File: src/rtl/nasti_lite_pkg.sv
// nasti_lite_pkg
//   Shared definitions for the NASTI-Lite initiator:
//     - NASTI response codes (OKAY, EXOKAY, SLVERR, DECERR)
//     - state_e, the transaction FSM state encoding
package nasti_lite_pkg;

    localparam logic [1:0] RESP_OKAY   = 2'b00;
    localparam logic [1:0] RESP_EXOKAY = 2'b01;
    localparam logic [1:0] RESP_SLVERR = 2'b10;
    localparam logic [1:0] RESP_DECERR = 2'b11;

    typedef enum logic [2:0] {
        IDLE    = 3'd0,
        WR_REQ  = 3'd1,
        WR_RESP = 3'd2,
        RD_REQ  = 3'd3,
        RD_RESP = 3'd4,
        RSP     = 3'd5
    } state_e;

endpackage

File: src/rtl/nasti_lite_watchdog.sv
// nasti_lite_watchdog
//   Response-wait counter. It is compiled only when NASTI_LITE_MASTER_TIMEOUT_EN
//   is defined, because only then does the master instantiate it.
//   The counter is held at zero while clear is high and increments while
//   enable is high. expire is high while the count equals TIMEOUT-1.
// Ports
//   clk     in   clock
//   rstn    in   asynchronous active-low reset
//   clear   in   force the count to zero
//   enable  in   advance the count
//   expire  out  count has reached TIMEOUT-1
`ifdef NASTI_LITE_MASTER_TIMEOUT_EN
module nasti_lite_watchdog #(
    parameter int unsigned TIMEOUT = 1024
) (
    input  logic clk,
    input  logic rstn,
    input  logic clear,
    input  logic enable,
    output logic expire
);

    localparam int unsigned CW = $clog2(TIMEOUT + 1);

    logic [CW-1:0] count_q;
    logic [CW-1:0] count_d;

    always_comb begin
        count_d = count_q;
        if (clear) begin
            count_d = '0;
        end else if (enable && !expire) begin
            count_d = count_q + 1'b1;
        end
    end

    always_ff @(posedge clk or negedge rstn) begin
        if (!rstn) begin
            count_q <= '0;
        end else begin
            count_q <= count_d;
        end
    end

    assign expire = (count_q == CW'(TIMEOUT - 1));

endmodule
`endif

File: src/rtl/nasti_lite_master.sv
// nasti_lite_master
//   Single-outstanding NASTI-Lite initiator. A command (write or read) is
//   turned into an AW/W/B or AR/R transaction, and the result is returned
//   on a response handshake. All outputs come from flops.
// Configuration
//   NASTI_LITE_MASTER_TIMEOUT_EN: when defined, a response that does not
//   arrive within TIMEOUT cycles completes with DECERR. In this build
//   b_ready and r_ready are also held high in IDLE, so that late beats
//   are drained.
// Ports
//   clk, rstn                         clock, asynchronous active-low reset
//   cmd_*                             command handshake
//                                     (write flag, addr, wdata, strb)
//   rsp_*                             response handshake (rdata, resp)
//   aw_*, w_*, b_*, ar_*, r_*         NASTI-Lite initiator channels
module nasti_lite_master
    import nasti_lite_pkg::*;
#(
    parameter int unsigned ADDR_WIDTH = 16,
    parameter int unsigned DATA_WIDTH = 8,
    parameter int unsigned ID_WIDTH   = 1,
    parameter int unsigned ID         = 0,
    parameter int unsigned TIMEOUT    = 1024
) (
    input  logic                    clk,
    input  logic                    rstn,
    input  logic                    cmd_valid,
    output logic                    cmd_ready,
    input  logic                    cmd_write,
    input  logic [ADDR_WIDTH-1:0]   cmd_addr,
    input  logic [DATA_WIDTH-1:0]   cmd_wdata,
    input  logic [DATA_WIDTH/8-1:0] cmd_strb,
    output logic                    rsp_valid,
    input  logic                    rsp_ready,
    output logic [DATA_WIDTH-1:0]   rsp_rdata,
    output logic [1:0]              rsp_resp,
    output logic                    aw_valid,
    input  logic                    aw_ready,
    output logic [ID_WIDTH-1:0]     aw_id,
    output logic [ADDR_WIDTH-1:0]   aw_addr,
    output logic [2:0]              aw_prot,
    output logic                    w_valid,
    input  logic                    w_ready,
    output logic [DATA_WIDTH-1:0]   w_data,
    output logic [DATA_WIDTH/8-1:0] w_strb,
    input  logic                    b_valid,
    output logic                    b_ready,
    input  logic [ID_WIDTH-1:0]     b_id,
    input  logic [1:0]              b_resp,
    output logic                    ar_valid,
    input  logic                    ar_ready,
    output logic [ID_WIDTH-1:0]     ar_id,
    output logic [ADDR_WIDTH-1:0]   ar_addr,
    output logic [2:0]              ar_prot,
    input  logic                    r_valid,
    output logic                    r_ready,
    input  logic [ID_WIDTH-1:0]     r_id,
    input  logic [DATA_WIDTH-1:0]   r_data,
    input  logic [1:0]              r_resp
);

    localparam logic [ID_WIDTH-1:0] MY_ID = ID_WIDTH'(ID);

    state_e                  state_q,     state_d;
    logic                    cmd_ready_q, cmd_ready_d;
    logic                    aw_valid_q,  aw_valid_d;
    logic                    w_valid_q,   w_valid_d;
    logic                    ar_valid_q,  ar_valid_d;
    logic                    b_ready_q,   b_ready_d;
    logic                    r_ready_q,   r_ready_d;
    logic                    rsp_valid_q, rsp_valid_d;
    logic [DATA_WIDTH-1:0]   rsp_rdata_q, rsp_rdata_d;
    logic [1:0]              rsp_resp_q,  rsp_resp_d;
    logic [ADDR_WIDTH-1:0]   addr_q,      addr_d;
    logic [DATA_WIDTH-1:0]   wdata_q,     wdata_d;
    logic [DATA_WIDTH/8-1:0] strb_q,      strb_d;
    logic                    timeout_hit;

`ifdef NASTI_LITE_MASTER_TIMEOUT_EN
    // The counter is cleared outside the response-wait states, so it
    // always starts from zero on entry to WR_RESP or RD_RESP.
    logic wait_state;
    assign wait_state = (state_q == WR_RESP) || (state_q == RD_RESP);

    nasti_lite_watchdog #(
        .TIMEOUT (TIMEOUT)
    ) u_watchdog (
        .clk    (clk),
        .rstn   (rstn),
        .clear  (!wait_state),
        .enable (wait_state),
        .expire (timeout_hit)
    );
`else
    assign timeout_hit = 1'b0;
`endif

    always_comb begin
        state_d     = state_q;
        aw_valid_d  = aw_valid_q;
        w_valid_d   = w_valid_q;
        ar_valid_d  = ar_valid_q;
        rsp_valid_d = rsp_valid_q;
        rsp_rdata_d = rsp_rdata_q;
        rsp_resp_d  = rsp_resp_q;
        addr_d      = addr_q;
        wdata_d     = wdata_q;
        strb_d      = strb_q;

        case (state_q)
            IDLE: begin
                if (cmd_valid) begin
                    addr_d  = cmd_addr;
                    wdata_d = cmd_wdata;
                    strb_d  = cmd_strb;
                    if (cmd_write) begin
                        state_d    = WR_REQ;
                        aw_valid_d = 1'b1;
                        w_valid_d  = 1'b1;
                    end else begin
                        state_d    = RD_REQ;
                        ar_valid_d = 1'b1;
                    end
                end
            end
            WR_REQ: begin
                // AW and W complete independently. Once a channel's valid
                // has dropped, any further ready on it has no effect.
                if (aw_ready) aw_valid_d = 1'b0;
                if (w_ready)  w_valid_d  = 1'b0;
                if (!aw_valid_d && !w_valid_d) state_d = WR_RESP;
            end
            WR_RESP: begin
                if (b_valid && b_ready_q) begin
                    state_d     = RSP;
                    rsp_valid_d = 1'b1;
                    rsp_rdata_d = '0;
                    rsp_resp_d  = (b_id != MY_ID) ? RESP_SLVERR : b_resp;
                end else if (timeout_hit) begin
                    state_d     = RSP;
                    rsp_valid_d = 1'b1;
                    rsp_rdata_d = '0;
                    rsp_resp_d  = RESP_DECERR;
                end
            end
            RD_REQ: begin
                if (ar_ready) begin
                    ar_valid_d = 1'b0;
                    state_d    = RD_RESP;
                end
            end
            RD_RESP: begin
                if (r_valid && r_ready_q) begin
                    state_d     = RSP;
                    rsp_valid_d = 1'b1;
                    rsp_rdata_d = r_data;
                    rsp_resp_d  = (r_id != MY_ID) ? RESP_SLVERR : r_resp;
                end else if (timeout_hit) begin
                    state_d     = RSP;
                    rsp_valid_d = 1'b1;
                    rsp_rdata_d = '0;
                    rsp_resp_d  = RESP_DECERR;
                end
            end
            RSP: begin
                if (rsp_ready) begin
                    rsp_valid_d = 1'b0;
                    state_d     = IDLE;
                end
            end
            default: begin
                state_d = IDLE;
            end
        endcase

        // The ready outputs are derived from the next state so that they
        // are registered and line up with the state they belong to.
        cmd_ready_d = (state_d == IDLE);
`ifdef NASTI_LITE_MASTER_TIMEOUT_EN
        b_ready_d = (state_d == WR_RESP) || (state_d == IDLE);
        r_ready_d = (state_d == RD_RESP) || (state_d == IDLE);
`else
        b_ready_d = (state_d == WR_RESP);
        r_ready_d = (state_d == RD_RESP);
`endif
    end

    always_ff @(posedge clk or negedge rstn) begin
        if (!rstn) begin
            state_q     <= IDLE;
            cmd_ready_q <= 1'b1;
            aw_valid_q  <= 1'b0;
            w_valid_q   <= 1'b0;
            ar_valid_q  <= 1'b0;
            b_ready_q   <= 1'b0;
            r_ready_q   <= 1'b0;
            rsp_valid_q <= 1'b0;
            rsp_rdata_q <= '0;
            rsp_resp_q  <= '0;
            addr_q      <= '0;
            wdata_q     <= '0;
            strb_q      <= '0;
        end else begin
            state_q     <= state_d;
            cmd_ready_q <= cmd_ready_d;
            aw_valid_q  <= aw_valid_d;
            w_valid_q   <= w_valid_d;
            ar_valid_q  <= ar_valid_d;
            b_ready_q   <= b_ready_d;
            r_ready_q   <= r_ready_d;
            rsp_valid_q <= rsp_valid_d;
            rsp_rdata_q <= rsp_rdata_d;
            rsp_resp_q  <= rsp_resp_d;
            addr_q      <= addr_d;
            wdata_q     <= wdata_d;
            strb_q      <= strb_d;
        end
    end

    assign cmd_ready = cmd_ready_q;
    assign rsp_valid = rsp_valid_q;
    assign rsp_rdata = rsp_rdata_q;
    assign rsp_resp  = rsp_resp_q;
    assign aw_valid  = aw_valid_q;
    assign aw_id     = MY_ID;
    assign aw_addr   = addr_q;
    assign aw_prot   = 3'b000;
    assign w_valid   = w_valid_q;
    assign w_data    = wdata_q;
    assign w_strb    = strb_q;
    assign b_ready   = b_ready_q;
    assign ar_valid  = ar_valid_q;
    assign ar_id     = MY_ID;
    assign ar_addr   = addr_q;
    assign ar_prot   = 3'b000;
    assign r_ready   = r_ready_q;

endmodule

File: config.mk
export PLATFORM = sky130hd
export DESIGN_NAME = nasti_lite_master
export DESIGN_NICKNAME = d
export VERILOG_FILES = /design/src/rtl/nasti_lite_pkg.sv /design/src/rtl/nasti_lite_watchdog.sv /design/src/rtl/nasti_lite_master.sv
export SDC_FILE = /design/constraint.sdc
export NUM_CORES = 1
export LEC_CHECK = 0
export CAP_MARGIN = 20
export CORE_MARGIN = 2
export CORE_UTILIZATION = 35
export CTS_CLUSTER_DIAMETER = 150
export DETAILED_ROUTE_END_ITERATION = 7
export GPL_ROUTABILITY_DRIVEN = 0
export GPL_TIMING_DRIVEN = 0
export PLACE_DENSITY = 0.74
export SKIP_CTS_REPAIR_TIMING = 1
export SLEW_MARGIN = 20
export SYNTH_ARGS = -nofsm -noshare
export SYNTH_HDL_FRONTEND = slang
export SYNTH_HIERARCHICAL = 1
export SYNTH_SLANG_ARGS = --single-unit
File: constraint.sdc
create_clock -name clk -period 1.6 [get_ports clk]
set_input_delay 0.16 -clock clk [delete_from_list [all_inputs] [get_ports clk]]
set_output_delay 0.16 -clock clk [all_outputs]
set_load 0.03 [all_outputs]
==> results of run 1 <==
[state kept, by name, summed over array words and instances (netlist names), 2 cells and up]
name	cells
ar_addr	16
w_data	8
rsp_rdata	8
rsp_resp	2
state_q	3
[critical path: stages (launching register included)]
cell	delay, ps
dfrtp_1	380
buf_6	140
nor4b_4	290
buf_6	200
buf_4	140
mux2_2	330
[cell families (layout without fill, tap and decap cells)]
logic type             count (synthesis)  in the layout
other                                  1              8
muxes                                 25             25
AOI/OAI and AO/OA                     24             24
buffers and inverters                 44            170
DFF                                   45             45
and+or+nand+nor                       38             38
[cell usage after synthesis]
cell type	n	area [sq um]
a2111oi_1	1	10.0
a21boi_0	1	7.51
a21o_2	1	8.76
a21oi_1	1	5.00
a22oi_1	1	7.51
a31oi_1	4	25.0
a32o_1	1	10.0
and2b_1	1	7.51
and3b_2	1	10.0
buf_2	1	5.00
buf_4	24	180
buf_6	5	56.3
clkbuf_1	2	7.51
conb_1	1	3.75
dfrtp_1	44	1100
dfstp_2	1	26.3
inv_1	12	45.0
mux2_2	25	282
nand2_1	7	26.3
nand3_1	11	55.1
nor2_1	4	15.0
nor2b_1	3	18.8
nor3b_1	3	22.5
nor3b_2	2	25.0
nor4_1	1	6.26
nor4b_4	1	23.8
nor4bb_1	1	10.0
o21ai_0	13	65.1
o311ai_0	1	8.76
or2_1	1	6.26
or2_4	1	8.76
or3_4	1	11.3
[path summary, 6_finish.rpt]
kind                                            from                        to  cells past startpoint
max in group asynchronous                       rstn       cmd_ready$_DFF_PN1_                      3
min in group clk                           r_data[2]  rsp_rdata[2]$_DFFE_PN0P_                      3
worst max-delay path            state_q[1]$_DFF_PN0_   ar_addr[14]$_DFFE_PN0P_                      5
worst min-delay path                            rstn    ar_addr[5]$_DFFE_PN0P_                      2
worst min register to register  ar_valid$_DFFE_PN0P_      ar_valid$_DFFE_PN0P_                      1
worst max register to register  state_q[1]$_DFF_PN0_   ar_addr[14]$_DFFE_PN0P_                      5
[power by group through the flow]
stage | Clock, mW | Combinational, mW | Sequential, mW
6_report | 1.01 | 5.17 | 2.04
5_1_grt | 1.09 | 5.45 | 2.12
4_1_cts | 1.03 | 4.69 | 2.03
3_5_place_dp | 0 | 4.67 | 2.05
3_3_place_gp | 0 | 4.60 | 2.02
2_1_floorplan | 0 | 1.87 | 3.02
[layout make-up]
cell class              instances  area [sq um]  area share (%)
clock inverters                 3          65.1            1.75
multi-input cells              95           812            21.8
clock buffers                   5          68.8            1.85
repair buffers                118          1250            33.6
well taps                      75          93.8            2.52
plain buffers                  32           262            7.02
inverters                      12          45.0            1.21
flip-flops and latches         45          1130            30.3
[routing by layer]
layer / routed length [um] / global-route usage (%) / part of all wire [%] / vias up
met1: 2250 / 18.2 / 42 / 802
met4: 54 / 4.58 / 1.0 / 0
met5: 0 / 0 / 0 / -
li1: - / - / - / 835
met3: 417 / 5.05 / 7.8 / 5
met2: 2590 / 25.4 / 49 / 67
==> out/metrics.json, run 1 <==
{
  "initial_core_util": {"value": 35.9, "unit": "%"},
  "yosysUniqueCellTypes": {"value": 32},
  "setup.worst_path.start_class": {"value": "flip-flop"},
  "finalHoldViolations": {"value": 0},
  "worstHoldPathType": {"value": "input port to asynchronous set/reset pin"},
  "grt_max_degree": {"value": 25},
  "drtPass1Iterations": {"value": 4},
  "post_drt_wl_per_cell": {"value": 13.8, "unit": "um"},
  "final_net_count": {"value": 358},
  "floorplan.die.width": {"value": 81.5, "unit": "um"},
  "antenna_cells": {"value": 0},
  "timing.final.crit_period": {"value": 1590, "unit": "ps"},
  "post_layout_nonfiller_instances": {"value": 385},
  "dieHeight": {"value": 81.5, "unit": "um"},
  "antenna_violations_before_repair": {"value": 0},
  "max_cap_viol_count": {"value": 0},
  "synth_mux_area_share": {"value": 13.4, "unit": "%"},
  "placeableCoreArea": {"value": 0.00585, "unit": "sq mm"},
  "setup.reg_to_reg.worst_slack": {"value": 8, "unit": "ps"},
  "cts_num_sinks": {"value": 45},
  "gr_overflow_total": {"value": 0},
  "layout_commonest_cell": {"value": "clkdlybuf4s50_1"},
  "result_of_the_run": {"value": "complete, no violations"},
  "detail_route.vias_per_cell": {"value": 4.44},
  "insertion_delay": {"value": 290, "unit": "ps"},
  "critPathMaxFanout": {"value": 9},
  "most_frequent_cells_in_the_layout": {"value": "88 x clkdlybuf4s50_1, 44 x dfrtp_1, 31 x buf_4, 20 x mux2_4, 17 x dlymetal6s2s_1"},
  "worst_slack": {"value": 8.14, "unit": "ps"},
  "detailed_place.area": {"value": 0.00330, "unit": "sq mm"},
  "synthToLayoutAreaGrowth": {"value": 77.2, "unit": "%"},
  "leakage": {"value": 1.81, "unit": "nW"},
  "crit_path_capture_type": {"value": "flip-flop"},
  "grt_use_total": {"value": 15.0, "unit": "%"},
  "finalPower": {"value": 8.22, "unit": "mW"},
  "synthesized_area_fraction_occupied_by_ao_oa_aoi_and_oai_cells": {"value": 7.03, "unit": "%"},
  "rsz0062_at_grt": {"value": "yes"},
  "hold-worst-slack": {"value": 374, "unit": "ps"},
  "finalSetupTns": {"value": 0, "unit": "ps"},
  "fin_worst_skew": {"value": 5.65, "unit": "ps"},
  "pwr-share-seq": {"value": 24.8, "unit": "%"},
  "cellInternalPower": {"value": 4.92, "unit": "mW"},
  "synth-seq-cells": {"value": 45},
  "pre_cts_ws": {"value": -407, "unit": "ps"},
  "drc_viols": {"value": 0},
  "post_synth.cell_area_avg": {"value": 11.9, "unit": "sq um"},
  "dp.cells": {"value": 366},
  "timing.fmax": {"value": 628, "unit": "MHz"},
  "switching_fraction_of_total_power": {"value": 40.1, "unit": "%"},
  "power.share.combinational": {"value": 62.9, "unit": "%"},
  "placement_rows": {"value": 28},
  "power_frac_clock": {"value": 12.2, "unit": "%"},
  "synth-warning-count": {"value": 6},
  "wire_length_of_the_first_global_routing_pass": {"value": 7620, "unit": "um"},
  "synth.yosys.seq_area_share": {"value": 53.7, "unit": "%"},
  "data_arrival_critical_path": {"value": 1780, "unit": "ps"},
  "route.final.wire_length": {"value": 5320, "unit": "um"},
  "powerDensity": {"value": 2210, "unit": "mW/mm^2"},
  "detailedRoute.firstIterationViolations": {"value": 36},
  "cts_tree": {"value": "built"},
  "setup.worst_path.class": {"value": "flip-flop to flip-flop"},
  "hpwlAfterDp": {"value": 3800, "unit": "um"},
  "layout-drive-gt1-share": {"value": 28.7, "unit": "%"},
  "synth_simple_gate_area_share": {"value": 11.7, "unit": "%"},
  "post-route-cell-area": {"value": 0.00372, "unit": "sq mm"},
  "synthesis.instances": {"value": 177},
  "final_period_util": {"value": 99.5, "unit": "%"},
  "slew_headroom": {"value": 63.7, "unit": "%"},
  "p_switching": {"value": 3.30, "unit": "mW"},
  "synth_top_family_by_area": {"value": "buffers and inverters"},
  "fillers": {"value": 454},
  "grt_pass1_vias": {"value": 1608},
  "worst_ep_required_time": {"value": 1790, "unit": "ps"},
  "synth_area": {"value": 0.00210, "unit": "sq mm"},
  "worst-slew-pin-transition": {"value": 545, "unit": "ps"},
  "cts_max_level": {"value": 2},
  "setup-violations-final": {"value": 0},
  "routed-via-count": {"value": 1709},
  "total_die_area": {"value": 0.00664, "unit": "sq mm"},
  "number_of_nets_with_antenna_violations_after_detailed_routing": {"value": 0},
  "tritoncts.num_buffers": {"value": 5},
  "finalMaxSlewViolations": {"value": 0},
  "final_core_utilization": {"value": 63.6, "unit": "%"},
  "vdd.ir_drop.worst": {"value": 1.08, "unit": "mV"},
  "io-pin-count": {"value": 115},
  "cts.root.buffer_cell": {"value": "clkbuf_8"},
  "clk_pin_slew_worst_paths": {"value": 90, "unit": "ps"},
  "io_buffer_count": {"value": 106},
  "synth-adder-area-share": {"value": 0, "unit": "%"},
  "clock_path_buffers": {"value": 2},
  "post_synth_xor_area_fraction": {"value": 0, "unit": "%"}
}
Power figures use the tool's default switching activity.
==> run 2: changes to the inputs <==
Settings changed: CORE_UTILIZATION 35 to 36, CTS_BUF_LIST set to sky130_fd_sc_hd__clkbuf_8, PLACE_DENSITY 0.74 to 0.76.
==> run 2 against run 1 <==
Against the previous run: the flow now finishes with violations (negative setup slack); via count is 0.94% higher; first-iteration DRC count is 42% lower; clock power is 33% lower; maximum frequency is 0.77% lower; core utilization is 1.0 points higher; cell count is 0.78% lower; die area is 2.6% lower; non-clock buffer count stayed put; routed wire length is 3.6% lower; register-to-register slack hardly changed.
==> out/metrics.json, run 2 (synthesis gave the netlist of run 1 again) <==
{
  "crit_path_capture_type": {"value": "flip-flop", "change": "unchanged"},
  "final_period_util": {"value": 100, "unit": "%", "change": "was 99.5%"},
  "timing.final.crit_period": {"value": 1600, "unit": "ps", "change": "was 1590 ps"},
  "grt_max_degree": {"value": 24, "change": "was 25"},
  "largest_register_ffs": {"value": 16, "change": "unchanged"},
  "antenna_violations_before_repair": {"value": 0, "change": "unchanged"},
  "cts_tree": {"value": "built", "change": "unchanged"},
  "io_buffer_count": {"value": 106, "change": "unchanged"},
  "initial_core_util": {"value": 37.7, "unit": "%", "change": "was 35.9%"},
  "detailedRoute.firstIterationViolations": {"value": 21, "change": "was 36"},
  "antenna_cells": {"value": 0, "change": "unchanged"},
  "clock_path_buffers": {"value": 2, "change": "unchanged"},
  "vdd.ir_drop.worst": {"value": 1.09, "unit": "mV", "change": "was 1.08 mV"},
  "slew_headroom": {"value": 62.7, "unit": "%", "change": "was 63.7%"},
  "finalSetupTns": {"value": -4.14, "unit": "ps", "change": "was 0 ps"},
  "grt_use_total": {"value": 15.4, "unit": "%", "change": "was 15.0%"},
  "finalPower": {"value": 7.66, "unit": "mW", "change": "was 8.22 mW"},
  "finalHoldViolations": {"value": 0, "change": "unchanged"},
  "route.final.wire_length": {"value": 5130, "unit": "um", "change": "was 5320 um"},
  "pre_cts_ws": {"value": -442, "unit": "ps", "change": "was -407 ps"},
  "dp.cells": {"value": 363, "change": "was 366"},
  "cts.root.buffer_cell": {"value": "clkbuf_8", "change": "unchanged"},
  "setup.worst_path.start_class": {"value": "flip-flop", "change": "unchanged"},
  "detailed_place.area": {"value": 0.00330, "unit": "sq mm", "change": "about the same"},
  "fin_worst_skew": {"value": 3.95, "unit": "ps", "change": "was 5.65 ps"},
  "hpwlAfterDp": {"value": 3790, "unit": "um", "change": "was 3800 um"},
  "total_die_area": {"value": 0.00646, "unit": "sq mm", "change": "was 0.00664 sq mm"},
  "timing.fmax": {"value": 623, "unit": "MHz", "change": "was 628 MHz"},
  "worst_slack": {"value": -4.14, "unit": "ps", "change": "was 8.14 ps"},
  "layout-drive-gt1-share": {"value": 29.0, "unit": "%", "change": "was 28.7%"},
  "clk_pin_slew_worst_paths": {"value": 80, "unit": "ps", "change": "was 90 ps"},
  "result_of_the_run": {"value": "complete, but fails checks", "change": "was complete, no violations"},
  "worst-slew-pin-transition": {"value": 560, "unit": "ps", "change": "was 545 ps"},
  "setup-violations-final": {"value": 1, "change": "was 0"},
  "final_net_count": {"value": 358, "change": "unchanged"},
  "number_of_nets_with_antenna_violations_after_detailed_routing": {"value": 0, "change": "unchanged"},
  "wire_length_of_the_first_global_routing_pass": {"value": 7790, "unit": "um", "change": "was 7620 um"},
  "data_arrival_critical_path": {"value": 1810, "unit": "ps", "change": "was 1780 ps"},
  "placement_rows": {"value": 27, "change": "was 28"},
  "critPathMaxFanout": {"value": 7, "change": "was 9"},
  "gr_overflow_total": {"value": 0, "change": "unchanged"},
  "violations": {"value": "negative setup slack"},
  "max_cap_viol_count": {"value": 0, "change": "unchanged"},
  "setup.worst_path.class": {"value": "flip-flop to flip-flop", "change": "unchanged"},
  "finalMaxSlewViolations": {"value": 0, "change": "unchanged"},
  "synthToLayoutAreaGrowth": {"value": 71.5, "unit": "%", "change": "was 77.2%"},
  "drtPass1Iterations": {"value": 4, "change": "unchanged"},
  "drc_viols": {"value": 0, "change": "unchanged"},
  "worst_ep_required_time": {"value": 1810, "unit": "ps", "change": "was 1790 ps"},
  "post_drt_wl_per_cell": {"value": 13.4, "unit": "um", "change": "was 13.8 um"},
  "io-pin-count": {"value": 115, "change": "unchanged"},
  "post_layout_nonfiller_instances": {"value": 382, "change": "was 385"},
  "cts_num_sinks": {"value": 45, "change": "unchanged"},
  "post-route-cell-area": {"value": 0.00360, "unit": "sq mm", "change": "was 0.00372 sq mm"},
  "layout_commonest_cell": {"value": "clkdlybuf4s50_1", "change": "unchanged"},
  "routed-via-count": {"value": 1725, "change": "was 1709"},
  "placeableCoreArea": {"value": 0.00557, "unit": "sq mm", "change": "was 0.00585 sq mm"},
  "worstHoldPathType": {"value": "input port to asynchronous set/reset pin", "change": "unchanged"},
  "floorplan.die.width": {"value": 80.4, "unit": "um", "change": "was 81.5 um"},
  "grt_pass1_vias": {"value": 1767, "change": "was 1608"},
  "tritoncts.num_buffers": {"value": 5, "change": "unchanged"},
  "dieHeight": {"value": 80.4, "unit": "um", "change": "was 81.5 um"},
  "detail_route.vias_per_cell": {"value": 4.52, "change": "was 4.44"},
  "leakage": {"value": 1.72, "unit": "nW", "change": "was 1.81 nW"},
  "critical-path-max-stage-delay": {"value": 340, "unit": "ps", "change": "was 380 ps"},
  "insertion_delay": {"value": 290, "unit": "ps", "change": "about the same"},
  "fillers": {"value": 481, "change": "was 454"},
  "most_frequent_cells_in_the_layout": {"value": "88 x clkdlybuf4s50_1, 44 x dfrtp_1, 30 x buf_4, 24 x mux2_2, 17 x dlymetal6s2s_1", "change": "was 88 x clkdlybuf4s50_1, 44 x dfrtp_1, 31 x buf_4, 20 x mux2_4, 17 x dlymetal6s2s_1"},
  "rsz0062_at_grt": {"value": "yes", "change": "unchanged"},
  "cts_max_level": {"value": 2, "change": "unchanged"},
  "critical_path.cell_chain": {"value": "buf_6 > and3b_2 > a32o_2 > or2_4 > nor4_4", "change": "was buf_6 > nor4b_4 > buf_6 > buf_4 > mux2_2"},
  "worst_path_max_delay_cell": {"value": "dfrtp_1", "change": "unchanged"},
  "powerDensity": {"value": 2130, "unit": "mW/mm^2", "change": "was 2210 mW/mm^2"}
}
run 2: changes by cell type in the layout (fill, tap and decap cells not counted), moves of 2 or more:
cell       before  now
mux2_4         20    1
buf_6           4    6
bufinv_16       2    0
mux2_2          5   24
clkbuf_2        2    0
run 2: metal layers:
| metal | share of wire [%] | GRT usage (%) |
|---|---|---|
| met1 | 41 | 18.7 |
| met2 | 51 | 26.6 |
| met3 | 7.2 | 3.93 |
| met4 | 0.78 | 5.08 |
| met5 | 0 | 0 |
run 2: worst paths after layout:
kind / to / slack (ps) / startpoint / cells after the start
max: cmd_ready$_DFF_PN1_ / -4 / state_q[0]$_DFF_PN0_ / 5
min: w_valid$_DFFE_PN0P_ / 380 / rstn / 2
max reg2reg: cmd_ready$_DFF_PN1_ / -4 / state_q[0]$_DFF_PN0_ / 5
min reg2reg: ar_valid$_DFFE_PN0P_ / 490 / ar_valid$_DFFE_PN0P_ / 1
max in group asynchronous: cmd_ready$_DFF_PN1_ / 640 / rstn / 3
min in group clk: rsp_rdata[6]$_DFFE_PN0P_ / 440 / r_data[6] / 3
run 2: stage by stage:
step	hold slack, ps	utilization, %
after CTS	-134	60.8
after global routing	448	64.6
after floorplan	-136	-
final	383	64.6
after detailed placement	184	59.2
after global placement	472	58.8
run 2: cell type report:
type | instances | area [sq um] | area share [%]
Multi-Input combinational cell | 95 | 746 | 20.7
Tap cell | 72 | 90.1 | 2.50
Sequential cell | 45 | 1130 | 31.3
Inverter | 12 | 45.0 | 1.25
Timing Repair Buffer | 118 | 1230 | 34.2
Clock buffer | 5 | 68.8 | 1.91
Clock inverter | 3 | 17.5 | 0.486
Buffer | 32 | 275 | 7.64
run 2: where the power goes:
| group | leakage (nW) | switching (mW) | total, mW | internal, mW |
|---|---|---|---|---|
| registers | 0.538 | 0.328 | 2.02 | 1.69 |
| logic | 1.13 | 2.53 | 4.96 | 2.44 |
| clock network | 0.0439 | 0.376 | 0.678 | 0.302 |
| total | 1.72 | 3.23 | 7.66 | 4.43 |
run 2: critical path: cells and delay by family, from the launching register on:
family,cells,cell delay [ps]
flops,1,340
simple gates,3,770
buf+inv,1,130
compound gates,1,270
